**config.mk**
```make
export PLATFORM = sky130hd
export DESIGN_NAME = hazard_unit
export DESIGN_NICKNAME = d
export VERILOG_FILES = /design/src/rtl/hazard_unit.sv
export SDC_FILE = /design/constraint.sdc
export NUM_CORES = 1
export LEC_CHECK = 0
export ABC_AREA = 1
export ABC_CLOCK_PERIOD_IN_PS = 1450
export CORE_AREA = 2 2 53 55
export CTS_CLUSTER_DIAMETER = 150
export CTS_CLUSTER_SIZE = 20
export DETAILED_ROUTE_END_ITERATION = 10
export DIE_AREA = 0 0 55 57
export HOLD_SLACK_MARGIN = 0.05
export PLACE_DENSITY = 0.83
export SYNTH_ARGS = -nofsm -noshare
export SYNTH_HDL_FRONTEND = slang
export SYNTH_SLANG_ARGS = --single-unit
export TNS_END_PERCENT = 50
```
**constraint.sdc**
```tcl
create_clock -name clock -period 1.45 [get_ports clock]
set_clock_uncertainty 0.05 [all_clocks]
set_input_delay 0.2175 -clock clock [delete_from_list [all_inputs] [get_ports clock]]
set_output_delay 0.2175 -clock clock [all_outputs]
set_load 0.05 [all_outputs]
```
**src/rtl/hazard_unit.sv**
```systemverilog
// hazard_unit: pipeline hazard controller for the five-stage RSA-decryption
// ASIP datapath. Tracks write/load status of the instructions in EX, MEM and
// WB, selects operand forwarding, stalls on load-use and squashes the
// wrong path after a taken branch. All outputs are combinational from the
// shadow state, the squash FSM and the current inputs.
module hazard_unit #(
  parameter int N           = 32,
  parameter int FLUSH_DEPTH = 2
) (
  input  logic       clock,
  input  logic       reset,
  input  logic [4:0] ra_id,
  input  logic [4:0] rb_id,
  input  logic [4:0] rw_id,
  input  logic       uses_ra_id,
  input  logic       uses_rb_id,
  input  logic       wr_en_id,
  input  logic       wd_sel_id,
  input  logic [4:0] ra_ex,
  input  logic [4:0] rb_ex,
  input  logic [4:0] rw_mem,
  input  logic [4:0] rw_wb,
  input  logic       branch_taken,
  output logic [1:0] forward_ra,
  output logic [1:0] forward_rb,
  output logic       stall_if,
  output logic       bubble_ex,
  output logic       flush_id
);

  // Forwarding select encodings seen by the datapath operand muxes.
  localparam logic [1:0] FwdRf  = 2'b00;
  localparam logic [1:0] FwdMem = 2'b01;
  localparam logic [1:0] FwdWb  = 2'b10;

  // Squash window counter: wide enough to hold FLUSH_DEPTH.
  localparam int               FcntW      = $clog2(FLUSH_DEPTH + 1);
  localparam logic [FcntW-1:0] FcntReload = FcntW'(FLUSH_DEPTH - 1);
  localparam logic [FcntW-1:0] FcntOne    = FcntW'(1);

  typedef enum logic {
    S_IDLE,
    S_FLUSH
  } state_t;

  // Parameter consistency: a bad configuration stops elaboration.
  if (N < 1 || FLUSH_DEPTH < 1 || FLUSH_DEPTH > 3) begin : g_bad_params
    $error("hazard_unit: N must be positive and FLUSH_DEPTH must be 1..3");
  end

  // Shadow pipeline state.
  logic         r_ex_wr;
  logic         r_ex_load;
  logic [4:0]   r_rw_ex;
  logic         r_mem_wr;
  logic         r_mem_load;
  logic         r_wb_wr;

  // Branch squash FSM.
  state_t           r_state;
  logic [FcntW-1:0] r_fcnt;

  // Combinational decisions.
  logic [1:0] w_fwd_ra;
  logic [1:0] w_fwd_rb;
  logic       w_load_use;
  logic       w_flush;
  logic       w_bubble;

  // Forward A: MEM ALU result has priority over WB write data; r0 never forwards.
  always_comb begin
    // NOTE: every combinational output gets a default first so no path leaves it unassigned (no latch).
    w_fwd_ra = FwdRf;
    if (r_mem_wr && !r_mem_load && (rw_mem == ra_ex) && (ra_ex != 5'd0)) begin
      w_fwd_ra = FwdMem;
    end else if (r_wb_wr && (rw_wb == ra_ex) && (ra_ex != 5'd0)) begin
      w_fwd_ra = FwdWb;
    end
  end

  // Forward B: same priority rule applied to the rb operand.
  always_comb begin
    w_fwd_rb = FwdRf;
    if (r_mem_wr && !r_mem_load && (rw_mem == rb_ex) && (rb_ex != 5'd0)) begin
      w_fwd_rb = FwdMem;
    end else if (r_wb_wr && (rw_wb == rb_ex) && (rb_ex != 5'd0)) begin
      w_fwd_rb = FwdWb;
    end
  end

  // Load in EX whose destination is read by the instruction in ID.
  always_comb begin
    w_load_use = 1'b0;
    if (r_ex_load && (r_rw_ex != 5'd0)) begin
      w_load_use = (uses_ra_id && (ra_id == r_rw_ex)) ||
                   (uses_rb_id && (rb_id == r_rw_ex));
    end
  end

  // Squash is active on the branch cycle itself and for the rest of the window;
  // reset gates the live branch input so flush drops as soon as reset rises.
  always_comb begin
    w_flush  = !reset && (branch_taken || (r_state == S_FLUSH));
    // A squashed dependent instruction needs no stall, but EX still gets a bubble.
    w_bubble = w_load_use || w_flush;
  end

  assign forward_ra = w_fwd_ra;
  assign forward_rb = w_fwd_rb;
  assign stall_if   = w_load_use && !w_flush;
  assign bubble_ex  = w_bubble;
  assign flush_id   = w_flush;

  // Advance the shadow write/load bits one stage per cycle; a bubble enters EX as a NOP.
  always_ff @(posedge clock or posedge reset) begin
    if (reset) begin
      r_ex_wr    <= 1'b0;
      r_ex_load  <= 1'b0;
      r_rw_ex    <= 5'd0;
      r_mem_wr   <= 1'b0;
      r_mem_load <= 1'b0;
      r_wb_wr    <= 1'b0;
    end else begin
      // NOTE: sequential state uses non-blocking assignments so every stage samples pre-edge values.
      r_ex_wr    <= wr_en_id && !w_bubble;
      r_ex_load  <= wd_sel_id && wr_en_id && !w_bubble;
      r_rw_ex    <= rw_id;
      r_mem_wr   <= r_ex_wr;
      r_mem_load <= r_ex_load;
      r_wb_wr    <= r_mem_wr;
    end
  end

  // Squash window: a taken branch opens (or restarts) a FLUSH_DEPTH-cycle window.
  always_ff @(posedge clock or posedge reset) begin
    if (reset) begin
      r_state <= S_IDLE;
      r_fcnt  <= '0;
    end else begin
      case (r_state)
        S_IDLE: begin
          if (branch_taken && (FLUSH_DEPTH > 1)) begin
            r_fcnt  <= FcntReload;
            r_state <= S_FLUSH;
          end
        end
        S_FLUSH: begin
          if (branch_taken) begin
            r_fcnt <= FcntReload;
          end else if (r_fcnt == FcntOne) begin
            r_fcnt  <= '0;
            r_state <= S_IDLE;
          end else begin
            r_fcnt <= r_fcnt - FcntOne;
          end
        end
        default: begin
          r_state <= S_IDLE;
          r_fcnt  <= '0;
        end
      endcase
    end
  end

endmodule

```
* Word-level counts from Yosys, hierarchy flattened
Index checks and enable logic that the tools add are counted.
Operators by class: add/sub/neg operators 1, eq/ne operators 8, mux-type cells 13, bitwise operators 1, reductions and logical operators 27
Operators by type and width (count):
- == test 5 bit | 6
- logical AND 1 bit | 17
- nonzero test 5 bit | 3
- two-way mux 2 bit | 7
- zero test 1 bit | 4
- two-way mux 1 bit | 4
- one-hot mux 2 bit (2 select lines) | 1
- logical OR 1 bit | 3
- == test 2 x 1 -> 1 bit (second input constant) | 1
- inequality test 2 bit (second input constant) | 1
- one-hot mux 1 bit (2 select lines) | 1
- subtractor 2 x 1 -> 2 bit (second input constant) | 1
- NOT 1 bit | 1
Word-level totals: register bits 13, bits of input ports 42, output and inout port bits 7, logic and storage cells 58

* Logic depth before layout (Yosys ltp)
Gate-level depths: netlist (run 1).
depth after elaboration 7, gate-level depth with buffers 9, depth with buffers taken out 9

* Worst setup path before layout (run 1)
Ideal clock, no wire load.
path type register -> output, start point register r_mem_load, end point output port forward_rb[1], data arrival time 1676 ps, setup slack -494 ps, stages on the path, launching flop included 5, path buffers 0, cells stage by stage dfrtp_1 nor2_1 nand4_1 nor2_1 nor2_1
Between the ends: cells in the longest elaborated chain, start to end 5
RTL lines:
- start: declaration | RTL line 56 | logic r_mem_load;
- start signal: assignment | RTL line 129 | r_mem_load <= r_ex_load;
- zero test 1 bit | RTL line 84 | if (r_mem_wr && !r_mem_load && (rw_mem == rb_ex) && (rb_ex != 5'd0)) begin
- logical AND 1 bit (3 in series) | RTL line 84
- two-way mux 2 bit | RTL line 84
- end: declaration | RTL line 25 | output logic [1:0] forward_rb,
No other way between the ends.

* Worst setup path after layout (run 1)
start point input port ra_ex[0], end point output port forward_ra[1]
Between the ends: cells in the longest elaborated chain, start to end 5, elaborated cells between the ends (all ways) 9, those cells by class eq/ne: 2; mux: 2; reduce/logical: 5
RTL lines:
- start: declaration | RTL line 19 | input logic [4:0] ra_ex,
- == test 5 bit | RTL line 76 | end else if (r_wb_wr && (rw_wb == ra_ex) && (ra_ex != 5'd0)) begin
- logical AND 1 bit (2 in series) | RTL line 76
- two-way mux 2 bit | RTL line 76
- two-way mux 2 bit * | RTL line 74 | if (r_mem_wr && !r_mem_load && (rw_mem == ra_ex) && (ra_ex != 5'd0)) begin
- end: declaration | RTL line 24 | output logic [1:0] forward_ra,
Every way passes the cells marked *; elsewhere a longest branch is shown, timed or not.

==> run_results.csv, run 1 <==
group,metric,value,unit
run_status,outcome,"complete, but fails checks",
run_status,violations,"setup timing",
timing,setup_ws,-0.2820,ns
floorplan,dieArea,3135,um^2
finish,syn_to_final_growth,70.36,%
routing,drtAntennaViolNets,0,
setup_path,crit_path_max_fanout,4,
setup_path,cp.depth,7,
synth,synth_cells,159,
setup_path,endpoint_kind,"primary output",
synth,syn_nets,202,
cts,cts_tree,"yes",
routing,drt-wirelength-per-cell,10.20,um
timing,setup_violations,7,
floorplan,coreArea,2615,um^2
global_routing,antenna_found_initial,0,
routing,wl,2508,um
global_routing,gr-usage-all-layers,15.88,%
setup_path,arrival,1.46,ns
floorplan,io_pins,49,
global_routing,grt_pass1_vias,1002,
placed_design,gp_congestion,0.8032,
setup_path,r2r_cells,10,
placed_design,portBuffers,48,
power,power.density,591.3,nW/um^2
synth,synth_top_cell_area_share,33.08,%
timing,fin_crit,1.732,ns
timing,final-hold-violation-count,0,
setup_path,crit_required,1.18,ns
setup_path,crit_path_start_kind,"input pin",
worst_hold_path,hp-class,"reg2reg",
timing,fin_hold_ws,0.3021,ns
floorplan,fp-row-count,19,
global_routing,grtUsageMet1,18.44,%
routing,drc,0,
finish,diodes,0,
cts,clk_pin_slew,0.08,ns
setup_path,critical_path.cell_chain,"clkdlybuf4s50_1 -> inv_1 -> or2_1 -> nand4_1 -> nor2_4 -> nor2_4 -> buf_12",
timing,rsz0062_at_grt,"true",
job,maxCapViolations,0,
synth,avgSynthCellArea,6.185,um^2
setup_path,critical_path_class,"in2out",
synth,synth_common_cells,"nand2_1, inv_1, nor2_1",
timing,fin_tns_setup,-1.445,ns
global_routing,grt_overflow,0,
cts,cts_setup_buffers,0,
global_routing,grt_max_degree,14,
routing,vias,1149,
setup_path,cpMaxStageDelayCell,"clkdlybuf4s50_1",
setup_path,critical_path_buf_inv_count,3,
timing,timing.slew.headroom,67.78,%
setup_path,max_stage_delay,0.48,ns
synth,yosysSeqAreaShare,33.08,%
synth,synth_cell_types,21,
power,power.leakage,0.8657,nW
cts,clockRootBuffer,"clkbuf_4",
cts,insertion_delay,0.26,ns
finish,fin_nets,259,
routing,drt_iter0_drc,15,
placed_design,place_inst,242,
finish,drive_gt1_share,16.28,%
floorplan,die_h,57,um
global_routing,use_met2,29.25,%
setup_path,path_delay_family,"buffers and inverters",
cts,cts_max_level,1,
floorplan,start_util,37.61,%
synth,yosys.area.top_type,"dfrtp_1",
synth,ys_dominant_reg_cell,"dfrtp_1",
cts,max-clock-path-buffers,2,
synth,synth_seq_cells,13,
synth,yosysMostFrequentCell,"nand2_1",
timing,slew_viol_final,0,
cts,numCtsBuffers,3,
global_routing,grt-busiest-layer,"met2",
timing,worst_pin_slew,0.4828,ns
floorplan,die_w,55,um
cts,postCtsHoldBufs,0,
finish,stdcell_count,246,
cts,cts_sinks,13,
worst_hold_path,hold_depth,0,
routing,dr.pass1.iters,4,
synth,synthArstFlopShare,100.0,%
global_routing,grt_pass1_wl,3781,um
global_routing,use_met3,3.141,%
synth,synth_warnings,0,
synth,synth_edf_count,0,
placed_design,place_hpwl,2140,um
setup_path,cp_common_cell,"nor2_4",
timing,max_freq,0.5774,GHz
synth,syn-cell-area,983.4,um^2
power,p_total,0.0009907,W
timing,finalCritPeriodShare,119.4,%
power,vdd_drop_max,0.8130,mV
placed_design,preCtsSetupSlack,-0.3055,ns
synth,synthTopCellsByArea,"dfrtp_1, nand2_1, inv_1",
routing,routed_via_density,4.671,
## repair_timing
item | 4_1_cts | 5_1_grt
setup endpoints to repair | 7 | 7
pin swaps | 4 | 0
hold endpoints to repair | 0 | 0
gates resized for setup | 15 | 2
## kinds of logic (layout without fill, tap and decap cells)
logic type	count (synthesis)	after routing	share of synthesized area [%]
adders and majority gates	1	1	1.272
xor gates and xnor gates	5	5	4.453
buffers and inverters	35	91	13.36
and+or+nand+nor	89	89	38.93
DFF	13	13	33.08
AOI/OAI and AO/OA	16	16	8.905
## sequential cells by signal, indices dropped and copies added (netlist names)
name        cells
r_wb_wr         1
r_rw_ex         5
r_fcnt          2
r_ex_wr         1
r_mem_load      1
r_mem_wr        1
r_state         1
r_ex_load       1
## per-layer routing
metal | vias up | routed length (um)
met5 | - | 0
met4 | 0 | 14
met3 | 2 | 233
met2 | 47 | 1250
met1 | 499 | 1009
li1 | 601 | -
## final timing paths
path                       startpoint            end  slack (ns)
min in group asynchronous       reset        r_ex_wr        0.31
hold reg to reg               r_ex_wr       r_mem_wr        0.30
setup reg to reg           r_rw_ex[3]      r_ex_load        0.14
hold / removal                r_ex_wr       r_mem_wr        0.30
max in group asynchronous       reset     r_rw_ex[2]        0.72
setup / recovery             ra_ex[0]  forward_ra[1]       -0.28
## metrics by stage
step | area (um^2) | util (%)
global placement | 1630 | 62.34
detailed placement | 1630 | 62.34
floorplan | 1011 | -
CTS | 1668 | 63.78
global route | 1675 | 64.07
finish | 1675 | 64.07
## power breakdown
part	total [W]	switching (W)	internal [W]
clock	0.000210	0.000108	0.000102
sequential	0.000412	0.0000220	0.000390
combinational	0.000368	0.000176	0.000193
## layout by cell type (no fill, tap or decap), drive strengths merged
cell type,netlist,final
nand3,5,5
nand4,5,5
a21oi,4,4
nand2,52,52
buf,0,11
dlygate4sd2,0,8
ha,1,1
or2,1,1
o21ai,7,7
o22ai,4,4
dfrtp,13,13
clkdlybuf4s50,0,32
xnor2,1,1
nor2,23,23
clkbuf,0,3
o211ai,1,1
and3,1,1
inv,35,35
dlymetal6s2s,0,1
clkinv,0,1
xor2,4,4
nor3,2,2
## final cells by class
type,instances,area (um^2)
Fill cell,240,939.7
Multi-Input combinational cell,111,579.3
Timing Repair Buffer,52,573.1
Sequential cell,13,325.3
Inverter,35,131.4
Tap cell,31,38.79
Clock buffer,3,22.52
Clock inverter,1,5.005
Note: power is estimated with default switching activity, not from simulation.
==> inputs of run 2 (changes only) <==
- DONT_BUFFER_PORTS: unset -> 1
- PLACE_DENSITY: 0.83 -> 0.59
- SKIP_LAST_GASP: unset -> 1
==> run_results.csv, run 2 (same netlist as run 1, synthesis figures left out) <==
group,metric,value,unit
timing,max_freq,0.5741,GHz
setup_path,critical_path.cell_chain,"nand2_1 -> nand2_1 -> nor2_1 -> nand3_1 -> nand2_1 -> nand2_2 -> nor2_4 -> buf_12",
cts,max-clock-path-buffers,2,
global_routing,grt_max_degree,14,
routing,drc,0,
placed_design,preCtsSetupSlack,-0.01302,ns
floorplan,io_pins,49,
placed_design,portBuffers,0,
finish,stdcell_count,210,
power,power.density,678.5,nW/um^2
routing,drt-wirelength-per-cell,11.08,um
cts,clockRootBuffer,"clkbuf_4",
setup_path,ff2ff_setup_slack,0.12,ns
finish,drive_gt1_share,15.64,%
setup_path,endpoint,"stall_if",
setup_path,r2r_start,"r_rw_ex[4]",
routing,drtAntennaViolNets,0,
floorplan,start_util,37.61,%
power,p_total,0.0008582,W
setup_path,arrival,1.47,ns
run_status,violations,"setup timing",
routing,wl,2327,um
setup_path,endpoint_kind,"primary output",
routing,vias,1023,
finish,n_fill_cell,262,
timing,setup_violations,6,
timing,worst_pin_slew,0.4964,ns
floorplan,dieArea,3135,um^2
floorplan,die_w,55,um
power,power.leakage,0.6822,nW
timing,final-hold-violation-count,0,
placed_design,gp_congestion,0.8154,
routing,routed_via_density,4.871,
cts,clk_pin_slew,0.07,ns
floorplan,die_h,57,um
timing,fin_hold_ws,0.08109,ns
floorplan,coreArea,2615,um^2
timing,fin_crit,1.742,ns
routing,dr.pass1.iters,4,
setup_path,cp_common_cell,"nand2_1",
floorplan,fp-row-count,19,
setup_path,crit_required,1.18,ns
finish,final_common_cell,"nand2_1",
placed_design,place_inst,195,
finish,final_area,1265,um^2
finish,syn_to_final_growth,28.63,%
cts,cts_sinks,13,
finish,layout_top_registers,"r_rw_ex: 5 flops, r_fcnt: 2 flops",
setup_path,r2r_cells,8,
cts,insertion_delay,0.27,ns
worst_hold_path,hp-class,"in2reg",
timing,setup_ws,-0.2919,ns
cts,cts_max_level,1,
cts,numCtsBuffers,3,
timing,slew_viol_final,0,
finish,mostFrequentLayoutCells,"nand2_1, inv_1, nor2_1, dfrtp_1, dlygate4sd3_1",
global_routing,gr-usage-all-layers,16.06,%
timing,timing.slew.headroom,66.87,%
timing,finalCritPeriodShare,120.1,%
finish,largest_reg_flops,5,
finish,fin_nets,223,
setup_path,r2r-end,"r_ex_load",
power,vdd_drop_max,0.5714,mV
global_routing,antenna_found_initial,0,
placed_design,placed_area,1125,um^2
run_status,outcome,"complete, but fails checks",
job,maxCapViolations,0,
finish,diodes,0,
timing,rsz0062_at_grt,"true",
global_routing,grt_pass1_wl,3739,um
routing,drt_iter0_drc,17,
cts,cts_tree,"yes",
placed_design,place_hpwl,1893,um
setup_path,critical_path_class,"reg2out",
setup_path,max_stage_delay,0.44,ns
setup_path,crit_path_start_kind,"flip-flop",
setup_path,cpMaxStageDelayCell,"dfrtp_2",
global_routing,grt_overflow,0,
global_routing,grt_pass1_vias,971,
setup_path,crit_path_max_fanout,4,
setup_path,crit_path_start,"r_rw_ex[4]",
finish,regMostFlops,"r_rw_ex",
## run 2: worst min-delay path by stage
stage | from | end | slack [ns] | depth (start not counted)
after detailed placement | reset | r_state | 0.11 | 1
after global routing | branch_taken | r_fcnt[1] | 0.1 | 3
after floorplan | reset | r_ex_load | 0.04 | 1
after global placement | reset | r_state | 0.10 | 1
final | branch_taken | r_fcnt[1] | 0.08 | 3
after CTS | branch_taken | r_fcnt[1] | 0.07 | 3
## run 2: cell type report
cell class                      instances  area (um^2)  share of cell area, %
Inverter                               35        131.4                  10.39
Tap cell                               31        38.79                  3.066
Sequential cell                        13        326.6                  25.82
Multi-Input combinational cell        111        561.8                  44.41
Timing Repair Buffer                   16        180.2                  14.24
Clock buffer                            4        26.28                  2.077
## run 2: report_power, final
part	leakage (nW)	internal (W)	switching, W
combinational	0.510	0.0000963	0.000133
sequential	0.157	0.000391	0.0000199
clock	0.0150	0.000107	0.000111
total	0.682	0.000594	0.000265
## run 2: metal layers
| layer | share of wire (%) | wire (um) | global-route usage, % | vias up |
|---|---|---|---|---|
| met3 | 11 | 265 | 3.665 | 4 |
| met1 | 39 | 911 | 20.03 | 446 |
| met2 | 48 | 1128 | 26.53 | 48 |
| met4 | 0.90 | 21 | 5.923 | 0 |
| li1 | - | - | - | 525 |
| met5 | 0 | 0 | 0 | - |
## run 2: stage by stage
stage                     setup TNS [ns]  util, %
after global routing              -1.728    48.37
final                             -1.054    48.37
after detailed placement        -0.01302    43.01
after CTS                         -1.269    48.04
after floorplan                 -0.09771        -
after global placement          -0.01324    43.01
## run 2: what timing repair did
action | CTS | global route
pin swaps | 4 | 3
endpoints found under the hold margin | 21 | 0
gates cloned | 0 | 0
setup buffers | 1 | 1
resized for setup | 2 | 1
hold buffers | 9 | 0
endpoints found under the setup margin | 6 | 7
## run 2: worst max-delay path: cells and delay by family (launching register included)
family                 cells  cell delay, ns
DFF                        1            0.44
and+or+nand+nor            7            0.61
buffers and inverters      1            0.14
==> inputs of run 3 (changes only) <==
- CORE_AREA: 2 2 53 55 -> 2 2 44 66
- DIE_AREA: 0 0 55 57 -> 0 0 46 68
- SLEW_MARGIN: unset -> 20
==> run_results.csv, run 3 (same netlist as run 1, synthesis figures left out) <==
group,metric,value,unit
timing,setup_violations,6,
cts,cts_max_level,1,
global_routing,grt_pass1_wl,3436,um
finish,mostFrequentLayoutCells,"nand2_1, inv_1, dfrtp_1",
floorplan,start_util,37.97,%
global_routing,grt_max_degree,14,
floorplan,die_h,68,um
finish,n_fill_cell,255,
cts,clockRootBuffer,"clkbuf_8",
timing,worst_pin_slew,0.4721,ns
cts,cts_tree,"yes",
timing,fin_hold_ws,0.06695,ns
timing,timing.slew.headroom,68.49,%
job,maxCapViolations,0,
finish,largest_reg_flops,5,
worst_hold_path,hold_depth,2,
cts,cts_sinks,13,
power,power.density,732.3,nW/um^2
timing,rsz0062_at_grt,"true",
timing,slew_viol_final,0,
finish,final_area,1291,um^2
floorplan,die_w,46,um
placed_design,placed_area,1125,um^2
setup_path,critical_path_class,"reg2out",
worst_hold_path,hp-class,"in2reg",
global_routing,grt_pass1_vias,955,
setup_path,max_stage_delay,0.40,ns
timing,setup_ws,-0.1841,ns
routing,drt_iter0_drc,17,
floorplan,fp-row-count,23,
setup_path,crit_path_max_fanout,3,
placed_design,portBuffers,0,
setup_path,arrival,1.37,ns
worst_hold_path,hold_path_end,"r_ex_load",
global_routing,gr-usage-all-layers,14.74,%
run_status,outcome,"complete, but fails checks",
placed_design,preCtsSetupSlack,0.01499,ns
routing,dr.pass1.iters,4,
timing,final-hold-violation-count,0,
cts,numCtsBuffers,3,
finish,regMostFlops,"r_rw_ex",
setup_path,crit_required,1.18,ns
cts,insertion_delay,0.24,ns
routing,drc,0,
placed_design,place_hpwl,1961,um
floorplan,dieArea,3128,um^2
routing,drtAntennaViolNets,0,
cts,clk_pin_slew,0.05,ns
finish,diodes,0,
worst_hold_path,min_from,"wd_sel_id",
setup_path,r2r_start,"r_rw_ex[1]",
power,vdd_drop_max,0.6026,mV
setup_path,r2r_cells,9,
finish,drive_gt1_share,15.82,%
finish,fin_nets,221,
timing,finalCritPeriodShare,112.7,%
routing,vias,1008,
setup_path,cpMaxStageDelayCell,"dfrtp_1",
floorplan,coreArea,2590,um^2
setup_path,r2r-end,"r_ex_load",
routing,routed_via_density,4.990,
setup_path,cp_common_cell,"nand2_1",
finish,syn_to_final_growth,31.30,%
finish,final_common_cell,"nand2_1",
finish,seqCellArea,325.3,um^2
power,power.leakage,0.7060,nW
cts,max-clock-path-buffers,2,
setup_path,crit_path_start_kind,"flip-flop",
routing,drt-wirelength-per-cell,11.29,um
setup_path,endpoint_kind,"primary output",
setup_path,ff2ff_setup_slack,0.12,ns
run_status,violations,"setup timing",
setup_path,crit_path_start,"r_rw_ex[1]",
global_routing,antenna_found_initial,0,
finish,multiInputGateArea,578.1,um^2
timing,fin_crit,1.634,ns
timing,max_freq,0.6119,GHz
setup_path,critical_path.cell_chain,"nand2_1 -> nand2_1 -> nor2_2 -> nand3_1 -> nand2_2 -> nand2_4 -> buf_12 -> nand2_8",
floorplan,io_pins,49,
placed_design,gp_congestion,0.9191,
global_routing,grt_overflow,0,
finish,layout_top_registers,"r_rw_ex: 5 flops, r_fcnt: 2 flops",
routing,wl,2281,um
-- run 3: routing by layer --
layer	global-route usage [%]	share of wire, %	vias to the layer above
met2	29.34	59	39
met4	5.357	0.83	0
met5	0	0	-
met1	14.31	32	446
met3	2.111	7.8	4
li1	-	-	519
-- run 3: worst max-delay path by stage --
stage | endpoint | slack (ns) | cells past startpoint
4_1_cts | stall_if | -0.22 | 9
5_1_grt | bubble_ex | -0.28 | 9
3_5_place_dp | stall_if | 0.01 | 9
3_3_place_gp | stall_if | 0.03 | 9
6_report | bubble_ex | -0.18 | 8
2_1_floorplan | bubble_ex | -0.06 | 4
-- run 3: area by class of cell --
type,instances,area share (%)
well taps,25,2.422
repair buffers,14,13.95
flip-flops and latches,13,25.19
inverters,35,10.17
clock buffers,4,3.488
multi-input cells,111,44.77
-- run 3: what timing repair did --
action | CTS | global route
pin swaps | 1 | 4
gates cloned | 0 | 0
hold buffers | 7 | 0
hold endpoints to repair | 20 | 0
setup endpoints to repair | 6 | 6
setup buffers | 0 | 1
resized for setup | 4 | 3
-- run 3: worst max-delay path, delay by kind of cell, from the launching register on --
| family | cells | cell delay, ns |
|---|---|---|
| AND/OR/NAND/NOR | 7 | 0.60 |
| flip-flops | 1 | 0.40 |
| buffers and inverters | 1 | 0.13 |
-- run 3: stage by stage --
step | instances | util, % | total power, W | setup TNS [ns]
after floorplan | 159 | - | 0.0005816 | -0.09771
after global placement | 190 | 43.43 | 0.0006142 | 0
after detailed placement | 190 | 43.43 | 0.0006223 | 0
after CTS | 201 | 48.45 | 0.0009547 | -0.9279
after global routing | 202 | 49.86 | 0.001005 | -1.303
final | 202 | 49.86 | 0.0009455 | -0.7947
-- run 3: where the power goes --
| group | internal (W) | leakage, nW | switching, W |
|---|---|---|---|
| registers | 0.000392 | 0.158 | 0.0000186 |
| clock network | 0.000193 | 0.0228 | 0.000115 |
| logic | 0.0000931 | 0.525 | 0.000134 |
